===== src/rtl/mem_axi_traffic_gen.sv =====
// mem_axi_traffic_gen: AXI-MM write-then-readback traffic generator.
// Writes num_bursts INCR bursts of a seed-derived pattern, reads them back
// and counts mismatching beats. Only one transaction is outstanding.
//
// Optional build macro: MEM_TG_RESP_CHECK_EN
//   defined   -> every non-OKAY bresp/rresp also bumps err_cnt
//   undefined -> responses are ignored and no response-check logic exists
//
// Handshake rule on every channel: a beat transfers on the rising clk edge
// where valid and ready are both high; the source holds valid and its
// payload unchanged until that edge.
module mem_axi_traffic_gen #(
  parameter int ADDR_W    = 32,
  parameter int DATA_W    = 512,
  parameter int ID_W      = 8,
  parameter int BURST_LEN = 4
) (
  input  logic                  clk,
  input  logic                  reset,
  input  logic                  start,
  input  logic [ADDR_W-1:0]     base_addr,
  input  logic [15:0]           num_bursts,
  input  logic [31:0]           seed,
  output logic                  busy,
  output logic                  done,
  output logic                  pass,
  output logic [15:0]           err_cnt,
  output logic [2:0]            dbg_state,
  // AW
  output logic                  awvalid,
  input  logic                  awready,
  output logic [ID_W-1:0]       awid,
  output logic [ADDR_W-1:0]     awaddr,
  output logic [7:0]            awlen,
  output logic [2:0]            awsize,
  output logic [1:0]            awburst,
  // W
  output logic                  wvalid,
  input  logic                  wready,
  output logic [DATA_W-1:0]     wdata,
  output logic [DATA_W/8-1:0]   wstrb,
  output logic                  wlast,
  // B
  input  logic                  bvalid,
  output logic                  bready,
  input  logic [ID_W-1:0]       bid,
  input  logic [1:0]            bresp,
  // AR
  output logic                  arvalid,
  input  logic                  arready,
  output logic [ID_W-1:0]       arid,
  output logic [ADDR_W-1:0]     araddr,
  output logic [7:0]            arlen,
  output logic [2:0]            arsize,
  output logic [1:0]            arburst,
  // R
  input  logic                  rvalid,
  output logic                  rready,
  input  logic [ID_W-1:0]       rid,
  input  logic [DATA_W-1:0]     rdata,
  input  logic [1:0]            rresp,
  input  logic                  rlast
);

  typedef enum logic [2:0] {
    IDLE  = 3'd0,
    WR_AW = 3'd1,
    WR_W  = 3'd2,
    WR_B  = 3'd3,
    RD_AR = 3'd4,
    RD_R  = 3'd5,
    DONE  = 3'd6
  } state_t;

  localparam logic [7:0]        AXLEN       = 8'(BURST_LEN - 1);
  localparam logic [2:0]        AXSIZE      = 3'($clog2(DATA_W / 8));
  localparam logic [ADDR_W-1:0] BURST_BYTES = ADDR_W'(BURST_LEN * (DATA_W / 8));

  state_t              r_state;
  state_t              w_next;
  logic [ADDR_W-1:0]   r_base;
  logic [ADDR_W-1:0]   r_addr;
  logic [15:0]         r_num;
  logic [15:0]         r_burst_cnt;
  logic [31:0]         r_seed;
  logic [31:0]         r_beat_idx;
  logic [7:0]          r_beat_in_burst;
  logic                r_awvalid;
  logic                r_arvalid;
  logic                r_pass;
  logic [15:0]         r_err;

  logic                w_more;
  logic                w_wlast;
  logic [31:0]         w_word;
  logic [DATA_W-1:0]   w_pattern;
  logic [1:0]          w_err_inc;
  logic [16:0]         w_err_sum;
  logic                w_unused_ok;

  // Another burst follows the one currently finishing.
  assign w_more    = (r_burst_cnt + 16'd1) < r_num;
  assign w_word    = r_seed + r_beat_idx;
  assign w_pattern = {(DATA_W/32){w_word}};
  assign w_wlast   = (r_state == WR_W) && (r_beat_in_burst == AXLEN);

  // State register.
  always_ff @(posedge clk or posedge reset) begin
    if (reset) r_state <= IDLE;
    else       r_state <= w_next;
  end

  // Next-state decode.
  always_comb begin
    w_next = r_state;
    case (r_state)
      IDLE:    if (start) w_next = (num_bursts == 16'd0) ? DONE : WR_AW;
      WR_AW:   if (r_awvalid && awready) w_next = WR_W;
      WR_W:    if (w_wlast && wready) w_next = WR_B;
      WR_B:    if (bvalid) w_next = w_more ? WR_AW : RD_AR;
      RD_AR:   if (r_arvalid && arready) w_next = RD_R;
      RD_R:    if (rvalid && rlast) w_next = w_more ? RD_AR : DONE;
      DONE:    w_next = IDLE;
      default: w_next = IDLE;
    endcase
  end

  // Address valids rise one cycle after entering the address state and drop on acceptance.
  always_ff @(posedge clk or posedge reset) begin
    if (reset) begin
      r_awvalid <= 1'b0;
      r_arvalid <= 1'b0;
    end else begin
      r_awvalid <= (r_state == WR_AW) && !(r_awvalid && awready);
      r_arvalid <= (r_state == RD_AR) && !(r_arvalid && arready);
    end
  end

  // Run parameters, burst address and beat counters.
  always_ff @(posedge clk or posedge reset) begin
    if (reset) begin
      r_base          <= '0;
      r_addr          <= '0;
      r_num           <= '0;
      r_seed          <= '0;
      r_burst_cnt     <= '0;
      r_beat_idx      <= '0;
      r_beat_in_burst <= '0;
    end else begin
      case (r_state)
        IDLE: if (start) begin
          r_base          <= base_addr;
          r_addr          <= base_addr;
          r_num           <= num_bursts;
          r_seed          <= seed;
          r_burst_cnt     <= '0;
          r_beat_idx      <= '0;
          r_beat_in_burst <= '0;
        end
        WR_W: if (wready) begin
          r_beat_idx      <= r_beat_idx + 32'd1;
          r_beat_in_burst <= w_wlast ? 8'd0 : r_beat_in_burst + 8'd1;
        end
        WR_B: if (bvalid) begin
          if (w_more) begin
            r_burst_cnt <= r_burst_cnt + 16'd1;
            r_addr      <= r_addr + BURST_BYTES;
          end else begin
            // Read-back restarts from the first burst and the first pattern word.
            r_burst_cnt <= '0;
            r_addr      <= r_base;
            r_beat_idx  <= '0;
          end
        end
        RD_R: if (rvalid) begin
          r_beat_idx <= r_beat_idx + 32'd1;
          if (rlast && w_more) begin
            r_burst_cnt <= r_burst_cnt + 16'd1;
            r_addr      <= r_addr + BURST_BYTES;
          end
        end
        default: ;
      endcase
    end
  end

`ifdef MEM_TG_RESP_CHECK_EN
  // Error events this cycle: read data mismatch plus non-OKAY responses.
  always_comb begin
    w_err_inc = 2'd0;
    if ((r_state == RD_R) && rvalid && (rdata != w_pattern)) w_err_inc = w_err_inc + 2'd1;
    if ((r_state == RD_R) && rvalid && (rresp != 2'b00))     w_err_inc = w_err_inc + 2'd1;
    if ((r_state == WR_B) && bvalid && (bresp != 2'b00))     w_err_inc = w_err_inc + 2'd1;
  end
  assign w_unused_ok = ^{bid, rid};
`else
  // Error events this cycle: read data mismatch only.
  always_comb begin
    w_err_inc = 2'd0;
    if ((r_state == RD_R) && rvalid && (rdata != w_pattern)) w_err_inc = 2'd1;
  end
  assign w_unused_ok = ^{bid, rid, bresp, rresp};
`endif

  assign w_err_sum = {1'b0, r_err} + {15'd0, w_err_inc};

  // Saturating error counter, cleared by an accepted start.
  always_ff @(posedge clk or posedge reset) begin
    if (reset)                            r_err <= '0;
    else if ((r_state == IDLE) && start)  r_err <= '0;
    else if (w_err_inc != 2'd0)           r_err <= w_err_sum[16] ? 16'hFFFF : w_err_sum[15:0];
  end

  // Pass verdict latched in DONE and held until the next accepted start.
  always_ff @(posedge clk or posedge reset) begin
    if (reset)                            r_pass <= 1'b0;
    else if ((r_state == IDLE) && start)  r_pass <= 1'b0;
    else if (r_state == DONE)             r_pass <= (r_err == 16'd0);
  end

  assign busy      = (r_state != IDLE);
  assign done      = (r_state == DONE);
  assign pass      = (r_state == DONE) ? (r_err == 16'd0) : r_pass;
  assign err_cnt   = r_err;
  assign dbg_state = r_state;

  assign awvalid = r_awvalid;
  assign awid    = '0;
  assign awaddr  = r_addr;
  assign awlen   = r_awvalid ? AXLEN  : 8'd0;
  assign awsize  = r_awvalid ? AXSIZE : 3'd0;
  assign awburst = r_awvalid ? 2'b01  : 2'b00;

  assign wvalid  = (r_state == WR_W);
  assign wdata   = w_pattern;
  assign wstrb   = {(DATA_W/8){r_state == WR_W}};
  assign wlast   = w_wlast;

  assign bready  = (r_state == WR_B);

  assign arvalid = r_arvalid;
  assign arid    = '0;
  assign araddr  = r_addr;
  assign arlen   = r_arvalid ? AXLEN  : 8'd0;
  assign arsize  = r_arvalid ? AXSIZE : 3'd0;
  assign arburst = r_arvalid ? 2'b01  : 2'b00;

  assign rready  = (r_state == RD_R);

endmodule


===== config.mk =====
export PLATFORM = sky130hd
export DESIGN_NAME = mem_axi_traffic_gen
export DESIGN_NICKNAME = d
export VERILOG_FILES = /design/src/rtl/mem_axi_traffic_gen.sv
export SDC_FILE = /design/constraint.sdc
export NUM_CORES = 1
export LEC_CHECK = 0
export CAP_MARGIN = 20
export CELL_PAD_IN_SITES_DETAIL_PLACEMENT = 1
export CELL_PAD_IN_SITES_GLOBAL_PLACEMENT = 2
export CORE_AREA = 4 4 514 516
export DETAILED_ROUTE_END_ITERATION = 16
export DIE_AREA = 0 0 518 520
export PLACE_DENSITY_LB_ADDON = 0.15
export SLEW_MARGIN = 20
export SYNTH_ARGS = -nofsm -noshare
export SYNTH_HDL_FRONTEND = slang
export SYNTH_SLANG_ARGS = --single-unit

===== constraint.sdc =====
create_clock -name clk -period 6.7 [get_ports clk]
set_input_delay 1.005 -clock clk [delete_from_list [all_inputs] [get_ports clk]]
set_output_delay 1.005 -clock clk [all_outputs]
set_load 0.1 [all_outputs]

==> flow_summary.yaml, run 1 <==
synth:
  synthArstFlopShare_pct: 100.0
  ys_types: 85
  synth_edf_count: 0
  synth_top_area_share_pct: 23.48
  syn_area_per_cell_um2: 7.597
  synth_cells: 2665
  synth_common_cells: "619 x buf_4, 368 x nand2_1, 190 x dfrtp_1"
  yosysTopAreaCell: "dfrtp_1"
  syn_area_um2: 20250
  ys.flop_type: "dfrtp_1"
  synth_warnings: 0
  synth.most_common_cell: "buf_4"
  yosysSeqAreaShare_pct: 23.48
  ys_top_cells_by_area: "dfrtp_1 23%, buf_4 23%, nand2_1 6.8%"
  synth_seq_cells: 190
floorplan:
  start_util_pct: 7.810
  die_w_um: 518
  rows: 187
  fp.dieH_um: 520
  die_area_um2: 269400
  ios: 1331
  core_area_um2: 259200
worst_setup_path:
  arrival_ps: 6690
  start_kind: "flop"
  timing.rr.start: "r_seed[8]"
  cp-end-kind: "flop"
  critical_path_class: "flop to flop"
  startpoint: "r_seed[8]"
  reg2regPathDepth: 23
  cp.required_ps: 7070
  worstPathMaxFanout: 7
placement:
  numPortBuffers: 1278
  dp_hpwl_um: 140600
  placed_cell_area_um2: 33210
  globalplace.congestion: 0.8053
sta:
  post-route-min-period_ps: 6313
  min_period_over_period_pct: 94.23
  max_freq_mhz: 158.4
  rsz0062_at_grt: "false"
  setup_violations: 0
  hold_violations: 0
  clock_skew_ps: 19.27
  relSlewSlack_pct: 20.95
  tightestPinTransition_ps: 1182
  slew_violations: 0
  setup_tns_ps: 0
outcome:
  status: "finished clean"
clock_tree:
  post_cts_buffers: 0
  clockRootBuffer: "clkbuf_16"
  hold_buffers: 0
  insertion_delay_ps: 510
  cts-buffers-inserted: 17
  htree_levels: 4
  cts_buffer_depth: 2
  cts_num_sinks: 190
  cts_tree: "built"
  clk_pin_slew_worst_paths_ps: 80
route:
  antenna_left: 0
  via_per_inst: 3.232
  routed_wl_um: 162300
  first_pass_iters: 5
  drt_iter0_markers: 896
  drcViolationCount: 0
  wire_per_inst_um: 23.63
  vias: 22205
finish:
  final_area_um2: 34090
  fillCellCount: 30666
  multi_input_area_um2: 10880
  drive_gt1_share_pct: 16.15
  seq_area_um2: 4755
  nNetsFinal: 4108
  areaGrowthSynthToFinish_pct: 68.40
global_route:
  grt_pass1_vias: 23578
  antenna_found_initial: 101
  gr-usage-all-layers_pct: 11.52
  grt_max_degree: 95
  grt_overflow_total: 0
  grt_pass1_wl_um: 217000
run:
  maxCapViolations: 0
hold_path:
  hold_class: "flop to flop"
  min_path_cells: 2
  worstHoldStart: "r_base[21]"
==> placed cells by master, fill, tap and decap left out, types with 12 or more instances in the layout <==
cell type        instances
dfrtp_1                190
nand4_1                118
buf_12                  19
diode_2                 20
o21ai_1                 12
o21a_1                  12
clkbuf_16               17
nand2b_1                18
nand2_1                366
nor3_1                  58
xor2_1                  37
nor4_1                  85
or4_1                   38
a211oi_1                15
nor2_1                 158
o21ai_0                138
a31oi_1                 17
conb_1                  32
a21o_1                  17
a22oi_1                 12
mux2i_1                 42
nor2b_1                 15
a21oi_1                 74
and4_1                  23
buf_4                  415
and2_1                  18
a222oi_1                17
or3_1                   18
xnor2_1                 14
inv_1                   47
o211ai_1                21
ha_1                    46
nand3_1                 90
clkdlybuf4s50_1        976
and3_1                  53
==> critical path: stages (launching register included) <==
cell,delay [ps]
dfrtp_1,460
ha_1,460
a21oi_1,250
o21a_1,310
o221a_2,350
a21boi_2,130
or4_1,560
a221oi_2,300
buf_4,210
o2111ai_1,170
or4_1,600
nor4_4,270
nand4_4,170
buf_12,200
and2_1,170
ha_1,210
and3_1,200
and2_1,160
and3_1,200
and2_4,180
buf_4,150
a22o_1,230
a32oi_1,170
a41oi_1,60
==> final timing paths <==
path / to / slack [ps]
worst max-delay path: err_cnt[8] / 390
worst min-delay path: r_base[21] / 480
worst max register to register: err_cnt[8] / 390
worst min register to register: r_base[21] / 480
max in group asynchronous: r_seed[22] / 4310
min in group asynchronous: r_seed[2] / 1000
==> area by class of cell <==
cell class                      count  area share (%)
Timing Repair Buffer             1418           39.03
Multi-Input combinational cell   1759           31.91
Sequential cell                   190           13.95
Tap cell                         3402           12.49
Clock buffer                       17           1.248
Clock inverter                     15          0.6753
Inverter                           49          0.5615
Antenna cell                       20          0.1468
==> per-stage QoR <==
stage	std cells	utilization, %	hold slack, ps	setup WS, ps
floorplan	2696	-	440.1	31.69
global placement	6817	12.81	459.4	-704.9
detailed placement	6817	12.81	465.1	-514.4
CTS	6849	13.09	487.9	49.76
global route	6854	13.14	500.7	0.9504
finish	6870	13.15	482.5	386.9
==> metal layers <==
layer,track usage (%),wire length [um],up-vias,part of all wire (%)
li1,-,-,10497,-
met1,13.27,65990,10694,41
met2,20.84,82340,713,51
met3,3.744,10490,217,6.5
met4,2.121,3004,84,1.9
met5,0,526,-,0.32
==> state kept, by name (all words and copies together) (netlist names) <==
signal and cells:
r_beat_in_burst 8, r_base 32, r_burst_cnt 16, dbg_state 3, araddr 32, r_beat_idx 32
err_cnt 16, r_seed 32, r_num 16, r_pass 1, arvalid 1, awvalid 1
==> cells by family after synthesis <==
logic type | Yosys count | share of synthesized area (%)
and+or+nand+nor | 1108 | 27.58
buffers and inverters | 747 | 25.46
AOI/OAI and AO/OA | 457 | 15.05
DFF | 190 | 23.48
xor gates and xnor gates | 67 | 3.028
adders and majority gates | 52 | 3.251
muxes | 43 | 2.132
other | 1 | 0.01852
==> timing repair <==
item / 4_1_cts / 5_1_grt
resized for setup: 13 / 30
pin swaps: 5 / 7
setup endpoints to repair: 16 / 16
Power of run 1 is left out: the tool's default activity adds up to more than one toggle a clock period on the data nets, which glitch-free logic cannot reach.
==> run 2: changes to the inputs <==
--- a/config.mk
+++ b/config.mk
@@ -5,10 +5,11 @@
 export SDC_FILE = /design/constraint.sdc
 export NUM_CORES = 1
 export LEC_CHECK = 0
-export CAP_MARGIN = 20
+export CAP_MARGIN = 10
 export CELL_PAD_IN_SITES_DETAIL_PLACEMENT = 1
 export CELL_PAD_IN_SITES_GLOBAL_PLACEMENT = 2
 export CORE_AREA = 4 4 514 516
+export CTS_BUF_LIST = sky130_fd_sc_hd__clkbuf_2 sky130_fd_sc_hd__clkbuf_4 sky130_fd_sc_hd__clkbuf_8
 export DETAILED_ROUTE_END_ITERATION = 16
 export DIE_AREA = 0 0 518 520
 export PLACE_DENSITY_LB_ADDON = 0.15
==> run 2 against run 1 <==
  * Cell area decreased by 0.59%
  * Sequential share of layout area grew 0.082 points
  * Clock skew increased by 14 ps
  * Fmax grew 0.10%
  * Via count increased by 0.17%
  * Sequential cell count is the same
  * Hold slack gained 9.4 ps
  * Global-route usage is essentially flat
  * Utilization is 0.077 points lower
==> flow_summary.yaml, run 2 (synthesis results as in run 1) <==
clock_tree:
  clockRootBuffer: "clkbuf_8"
  cts_num_sinks: 190
  clk_pin_slew_worst_paths_ps: 120
  cts-buffers-inserted: 17
  post_cts_buffers: 0
  insertion_delay_ps: 610
  hold_buffers: 0
  cts_buffer_depth: 2
  htree_levels: 4
  cts_tree: "built"
finish:
  drive_gt1_share_pct: 16.25
  final_cell_mix: "976 x clkdlybuf4s50_1, 415 x buf_4, 366 x nand2_1, 190 x dfrtp_1, 158 x nor2_1"
  fin_cells: 6868
  final_common_cell: "clkdlybuf4s50_1"
  fillCellCount: 30698
  multi_input_area_um2: 10890
  nNetsFinal: 4107
  seq_area_um2: 4755
  areaGrowthSynthToFinish_pct: 67.41
worst_setup_path:
  worstPathMaxFanout: 8
  cp-end-kind: "flop"
  critical_path_class: "flop to flop"
  slowest_stage: "or4_1"
  path_delay_family: "simple AND/OR/NAND/NOR gates"
  arrival_ps: 6780
  path_cells: "ha_1 -> a21oi_1 -> o21a_2 -> o221a_2 -> a21boi_2 -> or4_1 -> a221oi_2 -> buf_4 -> o2111ai_1 -> or4_1 -> nor4_4 -> nand4_4 -> buf_12 -> and2_1 -> ha_1 -> and3_1 -> and2_1 -> and3_1 -> and2_4 -> buf_4 -> a22o_1 -> a32oi_1 -> a41oi_1"
  start_kind: "flop"
  cpPeakStageDelay_ps: 600
  path_buf_inv: 3
  cp.required_ps: 7170
placement:
  globalplace.congestion: 0.8053
  dp_worst_setup_slack_ps: -514.4
  dp.cells: 6817
  dp_hpwl_um: 140600
  numPortBuffers: 1278
sta:
  min_period_over_period_pct: 94.13
  whs_ps: 491.9
  max_freq_mhz: 158.6
  hold_violations: 0
  relSlewSlack_pct: 20.96
  worst_slack_ps: 393.2
  slew_violations: 0
  clock_skew_ps: 33.36
  setup_violations: 0
  post-route-min-period_ps: 6307
  tightestPinTransition_ps: 1182
global_route:
  gr-usage-all-layers_pct: 11.52
  grt_max_degree: 95
  antenna_found_initial: 101
  grt_overflow_total: 0
  grt_pass1_vias: 23582
  grt_pass1_wl_um: 216900
floorplan:
  rows: 187
  die_area_um2: 269400
  fp.dieH_um: 520
  start_util_pct: 7.810
  core_area_um2: 259200
  ios: 1331
  die_w_um: 518
route:
  via_per_inst: 3.239
  drcViolationCount: 0
  routed_wl_um: 162400
  vias: 22243
  drt_iter0_markers: 883
  wire_per_inst_um: 23.64
  antenna_left: 0
  first_pass_iters: 5
run:
  maxCapViolations: 0
hold_path:
  hold_class: "flop to flop"
outcome:
  status: "finished clean"
-- run 2: per-stage QoR --
step                TNS, ps  area, um^2  util, %
finish                    0       33890    13.07
global route        -0.3109       33860    13.06
floorplan                 0       20470        -
CTS                       0       33730    13.01
detailed placement    -6753       33210    12.81
global placement      -9780       33210    12.81
-- run 2: tightest hold or removal path, stage by stage, from the launching register on --
cell	delay, ps
dfrtp_1	360
nand2_1	50
nand2_1	50
-- run 2: worst paths after layout --
check | start | end | slack, ps | depth (start not counted)
setup / recovery | r_seed[12] | err_cnt[8] | 390 | 23
hold / removal | r_base[10] | r_base[10] | 490 | 2
max in group asynchronous | reset | r_seed[26] | 4420 | 3
min in group asynchronous | reset | r_seed[4] | 910 | 2
hold reg to reg | r_base[10] | r_base[10] | 490 | 2
setup reg to reg | r_seed[12] | err_cnt[8] | 390 | 23
-- run 2: final cells by class --
cell class / count / area share [%]
clock buffer: 17 / 0.6903
inverter: 49 / 0.5648
sequential: 190 / 14.03
tap: 3402 / 12.56
multi-input combinational: 1759 / 32.14
clock inverter: 15 / 0.6793
antenna: 19 / 0.1403
timing repair buffer: 1417 / 39.20
-- run 2: what timing repair did --
| item | CTS | global route |
|---|---|---|
| setup endpoints to repair | 16 | 16 |
| resized for setup | 13 | 34 |
| gates cloned | 0 | 0 |
| pin swaps | 5 | 7 |
-- run 2: per-layer routing --
layer,wire length [um],global-route usage [%],vias to the layer above
li1,-,-,10490
met1,65700,13.25,10694
met2,82460,20.85,760
met3,10740,3.744,215
met4,2941,2.133,84
met5,526,0,-
Power of run 2 is left out for the same reason.
